### src/rtl/agc_chan_pkg.sv
// Shared constants and channel-address decode for the AGC input channel bank.
package agc_chan_pkg;

  localparam int CH_ADDR_W = 7;
  localparam int DB_CNT_W  = 4;

  typedef struct packed {
    logic                 hit;
    logic [CH_ADDR_W-1:0] idx;
  } chan_sel_t;

  // Offset of addr from base, with hit set only when base <= addr < base+nchan.
  function automatic chan_sel_t chan_index(input logic [CH_ADDR_W-1:0] addr,
                                           input logic [CH_ADDR_W-1:0] base,
                                           input logic [CH_ADDR_W:0]   nchan);
    chan_sel_t sel;
    sel.idx = addr - base;
    sel.hit = (addr >= base) && ({1'b0, sel.idx} < nchan);
    return sel;
  endfunction

endpackage

### src/rtl/agc_debounce_bit.sv
// One discrete: two-flop synchroniser, tick-driven debounce counter, filtered
// level and a registered one-cycle pulse whenever the filtered level moves.
module agc_debounce_bit
  import agc_chan_pkg::*;
#(
  parameter int   DEBOUNCE  = 3,
  parameter logic RESET_VAL = 1'b1
) (
  input  logic CLOCK,
  input  logic rst,
  input  logic sample_tick,
  input  logic in_raw,
  output logic filt,
  output logic change
);

  logic                sync1_q, sync2_q;
  logic                filt_q, filt_d;
  logic                change_q, change_d;
  logic [DB_CNT_W-1:0] cnt_q, cnt_d;

  always_comb begin
    cnt_d    = cnt_q;
    filt_d   = filt_q;
    change_d = 1'b0;
    if (sample_tick) begin
      if (sync2_q != filt_q) begin
        if (cnt_q + 1'b1 == DB_CNT_W'(DEBOUNCE)) begin
          filt_d   = sync2_q;
          cnt_d    = '0;
          change_d = 1'b1;
        end else begin
          cnt_d = cnt_q + 1'b1;
        end
      end else begin
        cnt_d = '0;
      end
    end
  end

  always_ff @(posedge CLOCK or negedge rst) begin
    if (!rst) begin
      sync1_q  <= RESET_VAL;
      sync2_q  <= RESET_VAL;
      filt_q   <= RESET_VAL;
      change_q <= 1'b0;
      cnt_q    <= '0;
    end else begin
      sync1_q  <= in_raw;
      sync2_q  <= sync1_q;
      filt_q   <= filt_d;
      change_q <= change_d;
      cnt_q    <= cnt_d;
    end
  end

  assign filt   = filt_q;
  assign change = change_q;

endmodule

### src/rtl/agc_input_channel_bank.sv
// Bank of debounced input channels served onto the active-low CHOR_ read bus,
// with sticky per-bit change flags feeding a single maskable interrupt.
module agc_input_channel_bank
  import agc_chan_pkg::*;
#(
  parameter int                   NCHAN     = 4,
  parameter int                   WIDTH     = 15,
  parameter logic [CH_ADDR_W-1:0] BASE_CH   = 7'o30,
  parameter int                   DEBOUNCE  = 3,
  parameter logic [NCHAN*WIDTH-1:0] RESET_VAL = '1
) (
  input  logic                   CLOCK,
  input  logic                   rst,
  input  logic                   sample_tick,
  input  logic [NCHAN*WIDTH-1:0] in_raw,
  input  logic [NCHAN*WIDTH-1:0] irq_en,
  input  logic                   rd_en,
  input  logic [CH_ADDR_W-1:0]   rd_ch,
  output logic [WIDTH-1:0]       CHOR_,
  output logic                   rd_hit,
  output logic                   irq_req,
  input  logic                   irq_ack,
  output logic [NCHAN*WIDTH-1:0] filt
);

  localparam int NBITS = NCHAN * WIDTH;
  localparam int IDX_W = (NCHAN > 1) ? $clog2(NCHAN) : 1;

  if (int'(BASE_CH) + NCHAN > 128) begin : g_bad_range
    $error("agc_input_channel_bank: BASE_CH+NCHAN exceeds the 7-bit channel space");
  end
  if (DEBOUNCE < 1 || DEBOUNCE > 15) begin : g_bad_debounce
    $error("agc_input_channel_bank: DEBOUNCE must lie in 1..15");
  end

  logic [NBITS-1:0] change;
  logic [NBITS-1:0] pending_q, pending_d;
  logic [WIDTH-1:0] chan_word [NCHAN];
  logic [WIDTH-1:0] chor_q, chor_d;
  logic             rd_hit_q, rd_hit_d;
  chan_sel_t        sel;

  genvar gi;
  for (gi = 0; gi < NBITS; gi++) begin : g_bit
    agc_debounce_bit #(
      .DEBOUNCE  (DEBOUNCE),
      .RESET_VAL (RESET_VAL[gi])
    ) u_bit (
      .CLOCK       (CLOCK),
      .rst         (rst),
      .sample_tick (sample_tick),
      .in_raw      (in_raw[gi]),
      .filt        (filt[gi]),
      .change      (change[gi])
    );
  end

  for (gi = 0; gi < NCHAN; gi++) begin : g_word
    assign chan_word[gi] = filt[gi*WIDTH +: WIDTH];
  end

  // A change arriving alongside irq_ack survives: the OR is applied after the clear.
  assign pending_d = (pending_q & ~{NBITS{irq_ack}}) | (change & irq_en);

  always_comb begin
    sel      = chan_index(rd_ch, BASE_CH, (CH_ADDR_W+1)'(NCHAN));
    chor_d   = '1;
    rd_hit_d = 1'b0;
    if (rd_en && sel.hit) begin
      chor_d   = ~chan_word[sel.idx[IDX_W-1:0]];
      rd_hit_d = 1'b1;
    end
  end

  always_ff @(posedge CLOCK or negedge rst) begin
    if (!rst) begin
      pending_q <= '0;
      chor_q    <= '1;
      rd_hit_q  <= 1'b0;
    end else begin
      pending_q <= pending_d;
      chor_q    <= chor_d;
      rd_hit_q  <= rd_hit_d;
    end
  end

  assign CHOR_   = chor_q;
  assign rd_hit  = rd_hit_q;
  assign irq_req = |pending_q;

endmodule

### config.mk
export PLATFORM = sky130hd
export DESIGN_NAME = agc_input_channel_bank
export DESIGN_NICKNAME = d
export VERILOG_FILES = /design/src/rtl/agc_chan_pkg.sv /design/src/rtl/agc_debounce_bit.sv /design/src/rtl/agc_input_channel_bank.sv
export SDC_FILE = /design/constraint.sdc
export NUM_CORES = 1
export LEC_CHECK = 0
export ABC_AREA = 1
export CORE_MARGIN = 10
export CORE_UTILIZATION = 64
export DETAILED_ROUTE_END_ITERATION = 10
export PLACE_DENSITY = 0.95
export SLEW_MARGIN = 20
export SYNTH_ARGS = -nofsm -noshare
export SYNTH_HDL_FRONTEND = slang
export SYNTH_HIERARCHICAL = 1
export SYNTH_SLANG_ARGS = --single-unit
### constraint.sdc
create_clock -name CLOCK -period 2.7 [get_ports CLOCK]
set_input_delay 0.54 -clock CLOCK [delete_from_list [all_inputs] [get_ports CLOCK]]
set_output_delay 0.54 -clock CLOCK [all_outputs]
set_load 0.005 [all_outputs]
==> summary.txt <==
H-tree Lvls -> 2
Area contributors post-synth -> dfrtp_1 33%, dfstp_2 19%, nand2_1 12%
WL per Instance -> 17.2 um
leak pwr -> 0.0156 uW
share of power burned in registers -> 0.429
Synth top area share -> 0.332
Hold Path Class -> in -> reg
post-DP HPWL -> 47.4 mm
largest net degree at the start of global routing -> 123
area of the multi-input gates -> 10900 um^2
I/O pin count -> 209
syn nets -> 3392
WHS -> 0.324 ns
Initial Utilization -> 0.648
Worst R2R End -> g_bit[39].u_bit/cnt_q[1]$_DFFE_PN0P_
Switching Fraction -> 0.371
Total Neg Setup Slack -> 0 ns
worst-path fanout max -> 2
Max Cap Violations -> 0
Worst VDD drop -> 784 uV
CTS root buffer -> clkbuf_16
vias -> 22.1k
average size of a mapped cell -> 8.66 um^2
vias per cell -> 5.51
Reg clk slew, reported paths -> 0.06 ns
hold path start -> sample_tick
Pwr Density -> 951 nW/um^2
Max Root-Sink Buffers -> 3
Post-Route WL -> 69.1 mm
synthesized flop and latch total -> 556
largest family of logic cells by synthesized area -> simple AND/OR/NAND/NOR gates
Area Overhead vs Synth -> 18.8%
gr usage total -> 0.270
Startpoint Class -> flip-flop
drt pass-1 iters -> 6
Yosys top cell by area -> dfrtp_1
CTS tree -> built
DRT antenna net count -> 0
port bufs -> 208
Combinational Power Share -> 0.291
fin crit period -> 2.59 ns
layout cell share with drive strength beyond 1 -> 0.218
drt drc -> 0
XOR/XNOR Fraction of Synth Area -> 0
gr ovfl total -> 0
Post-CTS Setup Inserts -> 0
simple-gate share of the synthesized area -> 0.302
CORE AREA -> 41900 um^2
Num Clock Sinks -> 556
Gate Count Post-Synth -> 3140
crit path capture type -> primary output
clock power share -> 0.280
global-route wire length before repair -> 111 mm
Setup-failing EPs final -> 0
Switching Power -> 11400 uW
Worst R2R Setup Slack -> 1.26 ns
max-slew violation count -> 0
die width -> 226 um
RSZ-0062 raised after global routing -> false
total of warnings raised by yosys -> 6
r2r worst-path depth -> 8
number of global-route vias before repair -> 22.2k
Setup Skew -> 0.0105 ns
Finished Cell Area -> 32300 um^2
Clock Latency Late Sink -> 0.61 ns
hold path depth -> 2
Adder-Cell Fraction of Synth Area -> 0.0552
Pint -> 19300 uW
synth unique cells -> 22
Synth Area in Compound Gates -> 0.0442
Worst EP arrival -> 2.05 ns
Final Cycle Share -> 0.959
Final Hold Viols -> 0
CTS Buf Count -> 58
register area -> 14200 um^2
FP Rows -> 75
post-synthesis mux area share -> 0
Fillers -> 2441
Starting DRT DRC Count -> 1798
status -> complete, no violations
initial antenna violation count -> 1
Reg2Reg Launch Point -> g_bit[39].u_bit/cnt_q[1]$_DFFE_PN0P_
Placed Area -> 30200 um^2
Max Clock Freq -> 386 MHz
Worst Hold Endpoint -> g_bit[10].u_bit/cnt_q[2]$_DFFE_PN0P_
most common cell after layout, fill and taps aside -> nand2_1
nets -> 3671
max-slew headroom at the worst pin -> 0.551
commonest non-fill, non-tap cells in the layout -> 876 x nand2_1, 420 x inv_1, 361 x dfrtp_1
GPL Wtd Cong -> 0.889
Synth Cell Area -> 27200 um^2
die area -> 51100 um^2
WP data required -> 2.16 ns
register area share after synthesis -> 0.521
final core occ -> 0.770
crit path kind -> reg -> out
die height -> 226 um
number of diodes -> 0
worst slew pin tran -> 0.673 ns
cells in the mapped netlist (all sizes together):
cell type,number
inv,541
ha,120
o22ai,60
nor3,1
o21ai,165
buf,9
dfstp,195
nand2,1056
clkbuf,7
nand4,121
dfrtp,361
bufinv,1
nand3,180
nor2,323
state kept, by name, indices dropped and copies added, names as in the netlist:
register and flops:
g_bit.u_bit/sync1_q 60, g_bit.u_bit/cnt_q 240, pending_q 60, rd_hit 1
g_bit.u_bit/filt 60, g_bit.u_bit/sync2_q 60, g_bit.u_bit/change 60, CHOR_ 15
cell families (layout without fill, tap and decap cells):
group / count (synthesis) / count (layout)
buffers and inverters: 558 / 886
AO/OA/AOI/OAI: 225 / 225
flip-flops: 556 / 556
adder cells (fa/ha/maj): 120 / 120
AND/OR/NAND/NOR: 1681 / 1681
power groups by stage:
stage / Combinational (uW) / Clock, uW / Sequential, uW
2_1_floorplan: 5960 / 0 / 12200
3_3_place_gp: 8070 / 0 / 13100
3_5_place_dp: 8620 / 0 / 13200
4_1_cts: 8910 / 8720 / 13100
5_1_grt: 10000 / 9070 / 13400
6_report: 8930 / 8610 / 13200
critical path, stage by stage (launching register included):
cell	delay, ns
dfrtp_1	0.40
nor2_1	0.14
nand2_1	0.08
nor2_2	0.16
nand2_2	0.11
nor2_2	0.17
nand2_2	0.11
dlygate4sd2_1	0.27
how the worst max path moves through the flow:
stage	startpoint	endpoint	slack (ns)	cells past startpoint
global placement	pending_q[22]$_DFF_PN0_	irq_req	0.47	7
CTS	pending_q[38]$_DFF_PN0_	irq_req	0.11	7
detailed placement	pending_q[26]$_DFF_PN0_	irq_req	0.48	7
finish	pending_q[21]$_DFF_PN0_	irq_req	0.11	7
floorplan	pending_q[34]$_DFF_PN0_	irq_req	1.38	6
global route	pending_q[21]$_DFF_PN0_	irq_req	0.02	7
metrics by stage:
stage	total power [uW]	setup WS, ns	instances
after floorplan	18200	1.38	3140
after global placement	21100	0.472	3897
after detailed placement	21800	0.478	3897
after CTS	30700	0.110	4007
after global routing	32500	0.0155	4007
final	30700	0.109	4007
metal layers:
layer	routed length [um]	vias to the layer above	track usage
li1	-	10362	-
met1	26800	10739	0.319
met2	33900	776	0.462
met3	5660	185	0.0733
met4	2670	0	0.108
met5	0	-	0
cell type report:
| type | count | share of cell area |
|---|---|---|
| Sequential cell | 556 | 0.438 |
| Tap cell | 539 | 0.0209 |
| Timing Repair Buffer | 235 | 0.0751 |
| Clock buffer | 78 | 0.0520 |
| Multi-Input combinational cell | 2026 | 0.338 |
| Inverter | 542 | 0.0634 |
| Clock inverter | 31 | 0.0124 |
timing repair:
action	CTS	global route
gates cloned	0	0
resized for setup	5	1
endpoints found under the hold margin	21	0
endpoints found under the setup margin	1	1
hold buffers	1	0
pin swaps	0	0
No activity file was read; power rests on OpenSTA's default activity.
